<file path="src/rtl/alu_pkg.sv">
// Shared opcode constants and FSM state encoding for the multicycle ALU.
package alu_pkg;

    localparam logic [1:0] OP_ADD = 2'b00;
    localparam logic [1:0] OP_SUB = 2'b01;
    localparam logic [1:0] OP_MUL = 2'b10;
    localparam logic [1:0] OP_DIV = 2'b11;

    typedef enum logic [1:0] {
        ST_IDLE = 2'b00,
        ST_RUN  = 2'b01,
        ST_DONE = 2'b10
    } state_t;

    // Mul always iterates; div iterates unless the divisor is zero.
    function automatic logic needs_iter(input logic [1:0] op, input logic b_zero);
        return (op == OP_MUL) || ((op == OP_DIV) && !b_zero);
    endfunction

endpackage

</file>
<file path="src/rtl/multicycle_alu_if.sv">
// Request/result bundle between a requester (master) and the multicycle ALU (slave).
interface multicycle_alu_if
    import alu_pkg::*;
#(
    parameter int WIDTH = 8
) ();

    // start is sampled only while busy=0; it is ignored otherwise. done pulses for
    // one cycle when Y/Z/O/C/dz become final, and those hold until the next done.
    logic             start;
    logic [1:0]       OPCode;
    logic [WIDTH-1:0] A;
    logic [WIDTH-1:0] B;
    logic [WIDTH-1:0] Y;
    logic [WIDTH-1:0] Z;
    logic             O;
    logic             C;
    logic             busy;
    logic             done;
    logic             dz;
    state_t           state;

    modport master (
        output start, OPCode, A, B,
        input  Y, Z, O, C, busy, done, dz, state
    );

    modport slave (
        input  start, OPCode, A, B,
        output Y, Z, O, C, busy, done, dz, state
    );

endinterface

</file>
<file path="src/rtl/alu_iter_core.sv">
// Shared shift/accumulate datapath: shift-add multiply and restoring divide, one step per cycle.
module alu_iter_core
    import alu_pkg::*;
#(
    parameter int WIDTH = 8
) (
    input  logic                 clock,
    input  logic                 reset_n,
    input  logic                 load_i,
    input  logic                 step_i,
    input  logic                 div_i,
    input  logic [WIDTH-1:0]     a_i,
    input  logic [WIDTH-1:0]     b_i,
    output logic [2*WIDTH-1:0]   acc_next_o
);

    logic [2*WIDTH-1:0] acc_q;
    logic [2*WIDTH-1:0] acc_d;
    logic [WIDTH-1:0]   b_q;
    logic               div_q;

    logic [WIDTH-1:0]   hi;
    logic [WIDTH-1:0]   lo;
    logic [WIDTH:0]     mul_sum;
    logic [WIDTH:0]     div_trial;
    logic [WIDTH:0]     div_rem;
    logic               div_ge;

    // hi holds the partial product / remainder, lo the multiplier / quotient bits.
    always_comb begin
        hi        = acc_q[2*WIDTH-1:WIDTH];
        lo        = acc_q[WIDTH-1:0];
        mul_sum   = {1'b0, hi} + (lo[0] ? {1'b0, b_q} : '0);
        div_trial = {hi, lo[WIDTH-1]};
        div_ge    = (div_trial >= {1'b0, b_q});
        div_rem   = div_ge ? (div_trial - {1'b0, b_q}) : div_trial;
        acc_d     = acc_q;
        if (div_q) begin
            acc_d = {div_rem[WIDTH-1:0], lo[WIDTH-2:0], div_ge};
        end else begin
            acc_d = {mul_sum, lo[WIDTH-1:1]};
        end
    end

    always_ff @(posedge clock or negedge reset_n) begin
        if (!reset_n) begin
            acc_q <= '0;
            b_q   <= '0;
            div_q <= 1'b0;
        end else if (load_i) begin
            acc_q <= {{WIDTH{1'b0}}, a_i};
            b_q   <= b_i;
            div_q <= div_i;
        end else if (step_i) begin
            acc_q <= acc_d;
        end
    end

    assign acc_next_o = acc_d;

endmodule

</file>
<file path="src/rtl/multicycle_alu.sv">
// Multicycle ALU: single-cycle add/sub, WIDTH-iteration mul/div through alu_iter_core.
module multicycle_alu
    import alu_pkg::*;
#(
    parameter int WIDTH = 8
) (
    input  logic             clock,
    input  logic             reset_n,
    multicycle_alu_if.slave  bus
);

    localparam int CW = $clog2(WIDTH);

    state_t             state_q;
    logic [CW-1:0]      cnt_q;
    logic [1:0]         op_q;
    logic [WIDTH-1:0]   y_q;
    logic [WIDTH-1:0]   z_q;
    logic               o_q;
    logic               c_q;
    logic               dz_q;
    logic               busy_q;
    logic               done_q;

    logic [WIDTH:0]     add_d;
    logic [WIDTH:0]     sub_d;
    logic               add_ovf_d;
    logic               sub_ovf_d;
    logic               iter_load;
    logic               iter_step;
    logic [2*WIDTH-1:0] acc_next;

    always_comb begin
        add_d     = {1'b0, bus.A} + {1'b0, bus.B};
        sub_d     = {1'b0, bus.A} - {1'b0, bus.B};
        add_ovf_d = (bus.A[WIDTH-1] == bus.B[WIDTH-1]) && (add_d[WIDTH-1] != bus.A[WIDTH-1]);
        sub_ovf_d = (bus.A[WIDTH-1] != bus.B[WIDTH-1]) && (sub_d[WIDTH-1] != bus.A[WIDTH-1]);
    end

    assign iter_load = (state_q == ST_IDLE) && bus.start && needs_iter(bus.OPCode, bus.B == '0);
    assign iter_step = (state_q == ST_RUN);

    alu_iter_core #(.WIDTH(WIDTH)) u_core (
        .clock      (clock),
        .reset_n    (reset_n),
        .load_i     (iter_load),
        .step_i     (iter_step),
        .div_i      (bus.OPCode == OP_DIV),
        .a_i        (bus.A),
        .b_i        (bus.B),
        .acc_next_o (acc_next)
    );

    always_ff @(posedge clock or negedge reset_n) begin
        if (!reset_n) begin
            state_q <= ST_IDLE;
            cnt_q   <= '0;
            op_q    <= '0;
            y_q     <= '0;
            z_q     <= '0;
            o_q     <= 1'b0;
            c_q     <= 1'b0;
            dz_q    <= 1'b0;
            busy_q  <= 1'b0;
            done_q  <= 1'b0;
        end else begin
            unique case (state_q)
                ST_IDLE: begin
                    done_q <= 1'b0;
                    if (bus.start) begin
                        op_q   <= bus.OPCode;
                        busy_q <= 1'b1;
                        if (iter_load) begin
                            state_q <= ST_RUN;
                            cnt_q   <= CW'(WIDTH - 1);
                        end else begin
                            // Add, sub and divide-by-zero resolve on the accept edge.
                            state_q <= ST_DONE;
                            done_q  <= 1'b1;
                            case (bus.OPCode)
                                OP_ADD: begin
                                    y_q  <= add_d[WIDTH-1:0];
                                    z_q  <= '0;
                                    c_q  <= add_d[WIDTH];
                                    o_q  <= add_ovf_d;
                                    dz_q <= 1'b0;
                                end
                                OP_SUB: begin
                                    y_q  <= sub_d[WIDTH-1:0];
                                    z_q  <= '0;
                                    c_q  <= sub_d[WIDTH];
                                    o_q  <= sub_ovf_d;
                                    dz_q <= 1'b0;
                                end
                                default: begin
                                    y_q  <= '1;
                                    z_q  <= bus.A;
                                    c_q  <= 1'b0;
                                    o_q  <= 1'b0;
                                    dz_q <= 1'b1;
                                end
                            endcase
                        end
                    end
                end
                ST_RUN: begin
                    if (cnt_q == '0) begin
                        // Final iteration result goes straight into the output registers.
                        state_q <= ST_DONE;
                        done_q  <= 1'b1;
                        y_q     <= acc_next[WIDTH-1:0];
                        z_q     <= acc_next[2*WIDTH-1:WIDTH];
                        o_q     <= (op_q == OP_MUL) && (acc_next[2*WIDTH-1:WIDTH] != '0);
                        c_q     <= 1'b0;
                        dz_q    <= 1'b0;
                    end else begin
                        cnt_q <= cnt_q - CW'(1);
                    end
                end
                ST_DONE: begin
                    state_q <= ST_IDLE;
                    done_q  <= 1'b0;
                    busy_q  <= 1'b0;
                end
                default: begin
                    state_q <= ST_IDLE;
                    done_q  <= 1'b0;
                    busy_q  <= 1'b0;
                end
            endcase
        end
    end

    assign bus.Y     = y_q;
    assign bus.Z     = z_q;
    assign bus.O     = o_q;
    assign bus.C     = c_q;
    assign bus.dz    = dz_q;
    assign bus.busy  = busy_q;
    assign bus.done  = done_q;
    assign bus.state = state_q;

endmodule

</file>
<file path="src/flat_wrapper.sv">
// flat-port wrapper written by rule: the top's interface ports become plain ports
module multicycle_alu_flat import alu_pkg::*;
#(
    parameter int WIDTH = 8
)
  (clock, reset_n, bus_start, bus_OPCode, bus_A, bus_B, bus_Y, bus_Z, bus_O, bus_C, bus_busy, bus_done, bus_dz, bus_state);
  multicycle_alu_if #(.WIDTH(WIDTH)) bus_i ();
  input  logic clock;
  input  logic reset_n;
  input wire logic [$bits(bus_i.start)-1:0] bus_start;
  input wire logic [$bits(bus_i.OPCode)-1:0] bus_OPCode;
  input wire logic [$bits(bus_i.A)-1:0] bus_A;
  input wire logic [$bits(bus_i.B)-1:0] bus_B;
  output wire logic [$bits(bus_i.Y)-1:0] bus_Y;
  output wire logic [$bits(bus_i.Z)-1:0] bus_Z;
  output wire logic [$bits(bus_i.O)-1:0] bus_O;
  output wire logic [$bits(bus_i.C)-1:0] bus_C;
  output wire logic [$bits(bus_i.busy)-1:0] bus_busy;
  output wire logic [$bits(bus_i.done)-1:0] bus_done;
  output wire logic [$bits(bus_i.dz)-1:0] bus_dz;
  output wire logic [$bits(bus_i.state)-1:0] bus_state;
  assign bus_i.start = bus_start;
  assign bus_i.OPCode = bus_OPCode;
  assign bus_i.A = bus_A;
  assign bus_i.B = bus_B;
  assign bus_Y = bus_i.Y;
  assign bus_Z = bus_i.Z;
  assign bus_O = bus_i.O;
  assign bus_C = bus_i.C;
  assign bus_busy = bus_i.busy;
  assign bus_done = bus_i.done;
  assign bus_dz = bus_i.dz;
  assign bus_state = bus_i.state;
  multicycle_alu #(.WIDTH(WIDTH)) u_core (.clock(clock), .reset_n(reset_n), .bus(bus_i));
endmodule
</file>
<file path="config.mk">
export PLATFORM = sky130hd
export DESIGN_NAME = multicycle_alu_flat
export DESIGN_NICKNAME = d
export VERILOG_FILES = /design/src/rtl/alu_pkg.sv /design/src/rtl/multicycle_alu_if.sv /design/src/rtl/alu_iter_core.sv /design/src/rtl/multicycle_alu.sv /design/src/flat_wrapper.sv
export SDC_FILE = /design/constraint.sdc
export NUM_CORES = 1
export LEC_CHECK = 0
export ABC_CLOCK_PERIOD_IN_PS = 7000
export BUFFER_PORTS_ARGS = -buffer_cell sky130_fd_sc_hd__clkbuf_2
export CORE_ASPECT_RATIO = 1.4
export CORE_UTILIZATION = 40
export CTS_CLUSTER_DIAMETER = 50
export DETAILED_ROUTE_END_ITERATION = 16
export SYNTH_ARGS = -nofsm -noshare
export SYNTH_HDL_FRONTEND = slang
export SYNTH_SLANG_ARGS = --single-unit
</file>
<file path="constraint.sdc">
create_clock -name clock -period 7 [get_ports clock]
set_input_delay 0.7 -clock clock [delete_from_list [all_inputs] [get_ports clock]]
set_output_delay 0.7 -clock clock [all_outputs]
set_load 0.02 [all_outputs]
</file>
==> metrics.yaml <==
cts:
  path_clk_slew_ns: 0.07
  clk_path_buf_depth: 2
  h-tree-depth: 2
  cts_hold_buf: 0
  post_cts_buffers: 0
  ctsResizeCount: 0
  cts_made_buffers: 5
  clk_latency_ns: 0.29
  cts_tree: "built"
  cts_sinks: 53
  cts_root_buf: "clkbuf_16"
power_and_ir_drop:
  power.leakage_nw: 2.12
  power_density_nw_per_um2: 473
  finalPower_mw: 2.14
  ir_worst_vdd_mv: 0.252
logic_synthesis:
  synth_top_area_cell: "dfrtp_1"
  synthTopCellsByArea: "dfrtp_1 (33%), ha_1 (10%), a21oi_1 (4.2%)"
  synth_flop_cell: "dfrtp_1"
  syn-mean-instance-area_um2: 8.70
  synth_warnings: 0
  synth_edf_count: 0
  synth.distinct_cells: 65
  ys_seq_area_share_pct: 32.6
  async_flop_share_pct: 100
  synthCells: 468
  syn_area_um2: 4070
  synth.top_cell.area_share_pct: 32.6
  synthesis.nets: 527
  ys_ff_latch: 53
critical_path:
  critPathArrivalTime_ns: 3.36
  cp-start-kind: "flop"
  r2r_start: "u_core.bus.state[0]"
  critical_path.max_fanout: 45
  cp-end-kind: "flop"
  crit_start: "u_core.bus.state[0]"
  rrSetupSlack_ns: 3.81
  setup.worst_path.class: "flop to flop"
  cp_data_required_time_ns: 7.18
floorplan:
  start_util_pct: 41.1
  die_height_um: 121
  ios: 44
  rows: 43
  design.core.area_um2: 9900
  fp.dieArea_um2: 10600
  dieWidth_um: 87.3
detailed_routing:
  ant_nets: 0
  drc: 0
  vias: 3511
  detail_route.wl_per_cell_um: 16.9
  drt_iter0_markers: 169
  firstDrtPassIters: 4
  vias_per_cell: 5.52
  drt_wl_total_um: 10700
hold_path:
  hold_class: "flop to flop"
  holdCritStartpoint: "u_core.bus.Y[2]"
global_route:
  grt_first_pass_wirelength_um: 17700
  overflow: 0
  antenna_found_initial: 0
  first_global_vias: 3621
  grt_max_degree: 54
  grtUsageTotal_pct: 21.7
timing:
  post-route-period-util_pct: 45.5
  finalHoldViolCount: 0
  slew_headroom_pct: 37.2
  rsz0062_at_grt: "no"
  tns_ns: 0
  fin_worst_skew_ns: 0.00556
  tightestPinTransition_ns: 0.942
  fin_hold_ws_ns: 0.478
  fin_crit_ns: 3.19
  max_freq_ghz: 0.314
  setup_viol: 0
  finalMaxSlewViolations: 0
layout:
  n_fill_cell: 1028
  drive_gt1_share_pct: 15.0
  n_antenna_cell: 0
  nets: 559
  final_area_um2: 4530
  area_growth_pct: 11.2
place:
  gp_congestion: 0.867
  post_dp_cell_area_um2: 4380
  portBuffers: 43
  hpwl_um: 8100
run_status:
  outcome: "complete, no violations"
run:
  cap_violations: 0
==> metal layers <==
layer	GRT usage, %	routed length [µm]	up-vias	share of wire, %
met5	0	0	-	0
met4	6.15	148	0	1.4
met3	2.38	288	11	2.7
met2	39.7	5710	54	53
met1	26.2	4570	1721	43
li1	-	-	1725	-
==> state kept, by name, summed over array words and instances (netlist names) <==
name / count
u_core.op_q: 2
u_core.u_core.div_q: 1
u_core.u_core.b_q: 8
u_core.bus.state: 2
u_core.u_core.acc_q: 16
u_core.cnt_q: 3
u_core.bus.busy: 1
u_core.bus.O: 1
u_core.bus.Z: 8
u_core.bus.Y: 8
u_core.bus.done: 1
u_core.bus.C: 1
u_core.bus.dz: 1
==> per-stage QoR <==
| step | std cells | utilization (%) | worst slack (ns) |
|---|---|---|---|
| floorplan | 468 | - | 4.49 |
| global placement | 628 | 44.2 | 3.62 |
| detailed placement | 628 | 44.2 | 3.51 |
| CTS | 636 | 45.8 | 3.81 |
| global route | 636 | 45.8 | 3.56 |
| finish | 636 | 45.8 | 3.81 |
==> synthesized netlist by cell type (5+ instances only) <==
master / count
dfrtp_1: 53
nand2_1: 45
a21oi_1: 34
ha_1: 34
inv_1: 34
nor2_1: 29
o21ai_0: 27
a211oi_1: 14
nor2b_1: 14
clkbuf_1: 12
nor3_1: 12
a21o_1: 11
and2_1: 11
a31oi_1: 10
nand3_1: 9
o31ai_1: 9
xnor2_1: 9
nand2b_1: 6
o21a_1: 6
xor2_1: 6
and3_1: 5
buf_2: 5
mux2i_1: 5
nand4b_1: 5
==> critical path, cell delays in order, from the launching register on <==
cell	delay, ns
dfrtp_1	0.44
nor3b_2	0.39
and3_1	0.22
buf_4	0.39
or2_1	0.80
inv_2	0.29
nand4b_1	0.20
a21oi_1	0.06
a221o_1	0.27
==> cell type report <==
class | count | area, µm² | share of cell area, %
Multi-Input combinational cell | 358 | 2510 | 55.3
Sequential cell | 53 | 1330 | 29.3
Timing Repair Buffer | 47 | 245 | 5.41
Tap cell | 135 | 169 | 3.73
Clock buffer | 6 | 139 | 3.07
Inverter | 35 | 131 | 2.90
Clock inverter | 2 | 13.8 | 0.304
==> cells in the final DEF (no fill, tap or decap), drive strengths merged, types with 3 or more instances in the layout <==
cell type	synthesis	routed
nand4b	5	5
o21bai	3	3
buf	10	4
a21oi	34	34
a21boi	3	3
nand3	9	9
nand2b	7	7
nor2	29	29
o211ai	3	3
a31oi	10	10
clkbuf	12	49
fa	4	4
nand4	3	3
inv	35	35
o31ai	9	9
mux2i	5	5
and3	5	5
ha	34	34
and2	11	11
nor4	3	3
nand2	46	46
a21o	11	11
xor2	6	6
nor2b	14	14
nor3	12	12
xnor2	9	9
o21ai	31	31
dfrtp	53	53
o21a	6	6
a211oi	14	14
mux2	6	6
==> report_power, final <==
group / switching, mW / internal [mW]
combinational: 0.769 / 0.521
clock: 0.112 / 0.143
sequential: 0.142 / 0.455
total: 1.02 / 1.12
==> worst paths after layout <==
kind | endpoint | cells past startpoint
setup / recovery | u_core.bus.C | 8
hold / removal | u_core.bus.Y[2] | 1
setup reg to reg | u_core.bus.C | 8
hold reg to reg | u_core.bus.Y[2] | 1
max in group asynchronous | u_core.bus.Y[4] | 2
min in group asynchronous | u_core.u_core.acc_q[13] | 2
==> kinds of logic after synthesis <==
| logic type | count (synthesis) | share of synthesized area [%] |
|---|---|---|
| simple gates | 152 | 19.3 |
| fa+ha+maj | 38 | 12.4 |
| flops | 53 | 32.6 |
| compound gates | 142 | 23.6 |
| mux | 11 | 2.98 |
| xor+xnor | 15 | 3.23 |
| buf+inv | 57 | 5.96 |
Power figures use the tool's default switching activity.
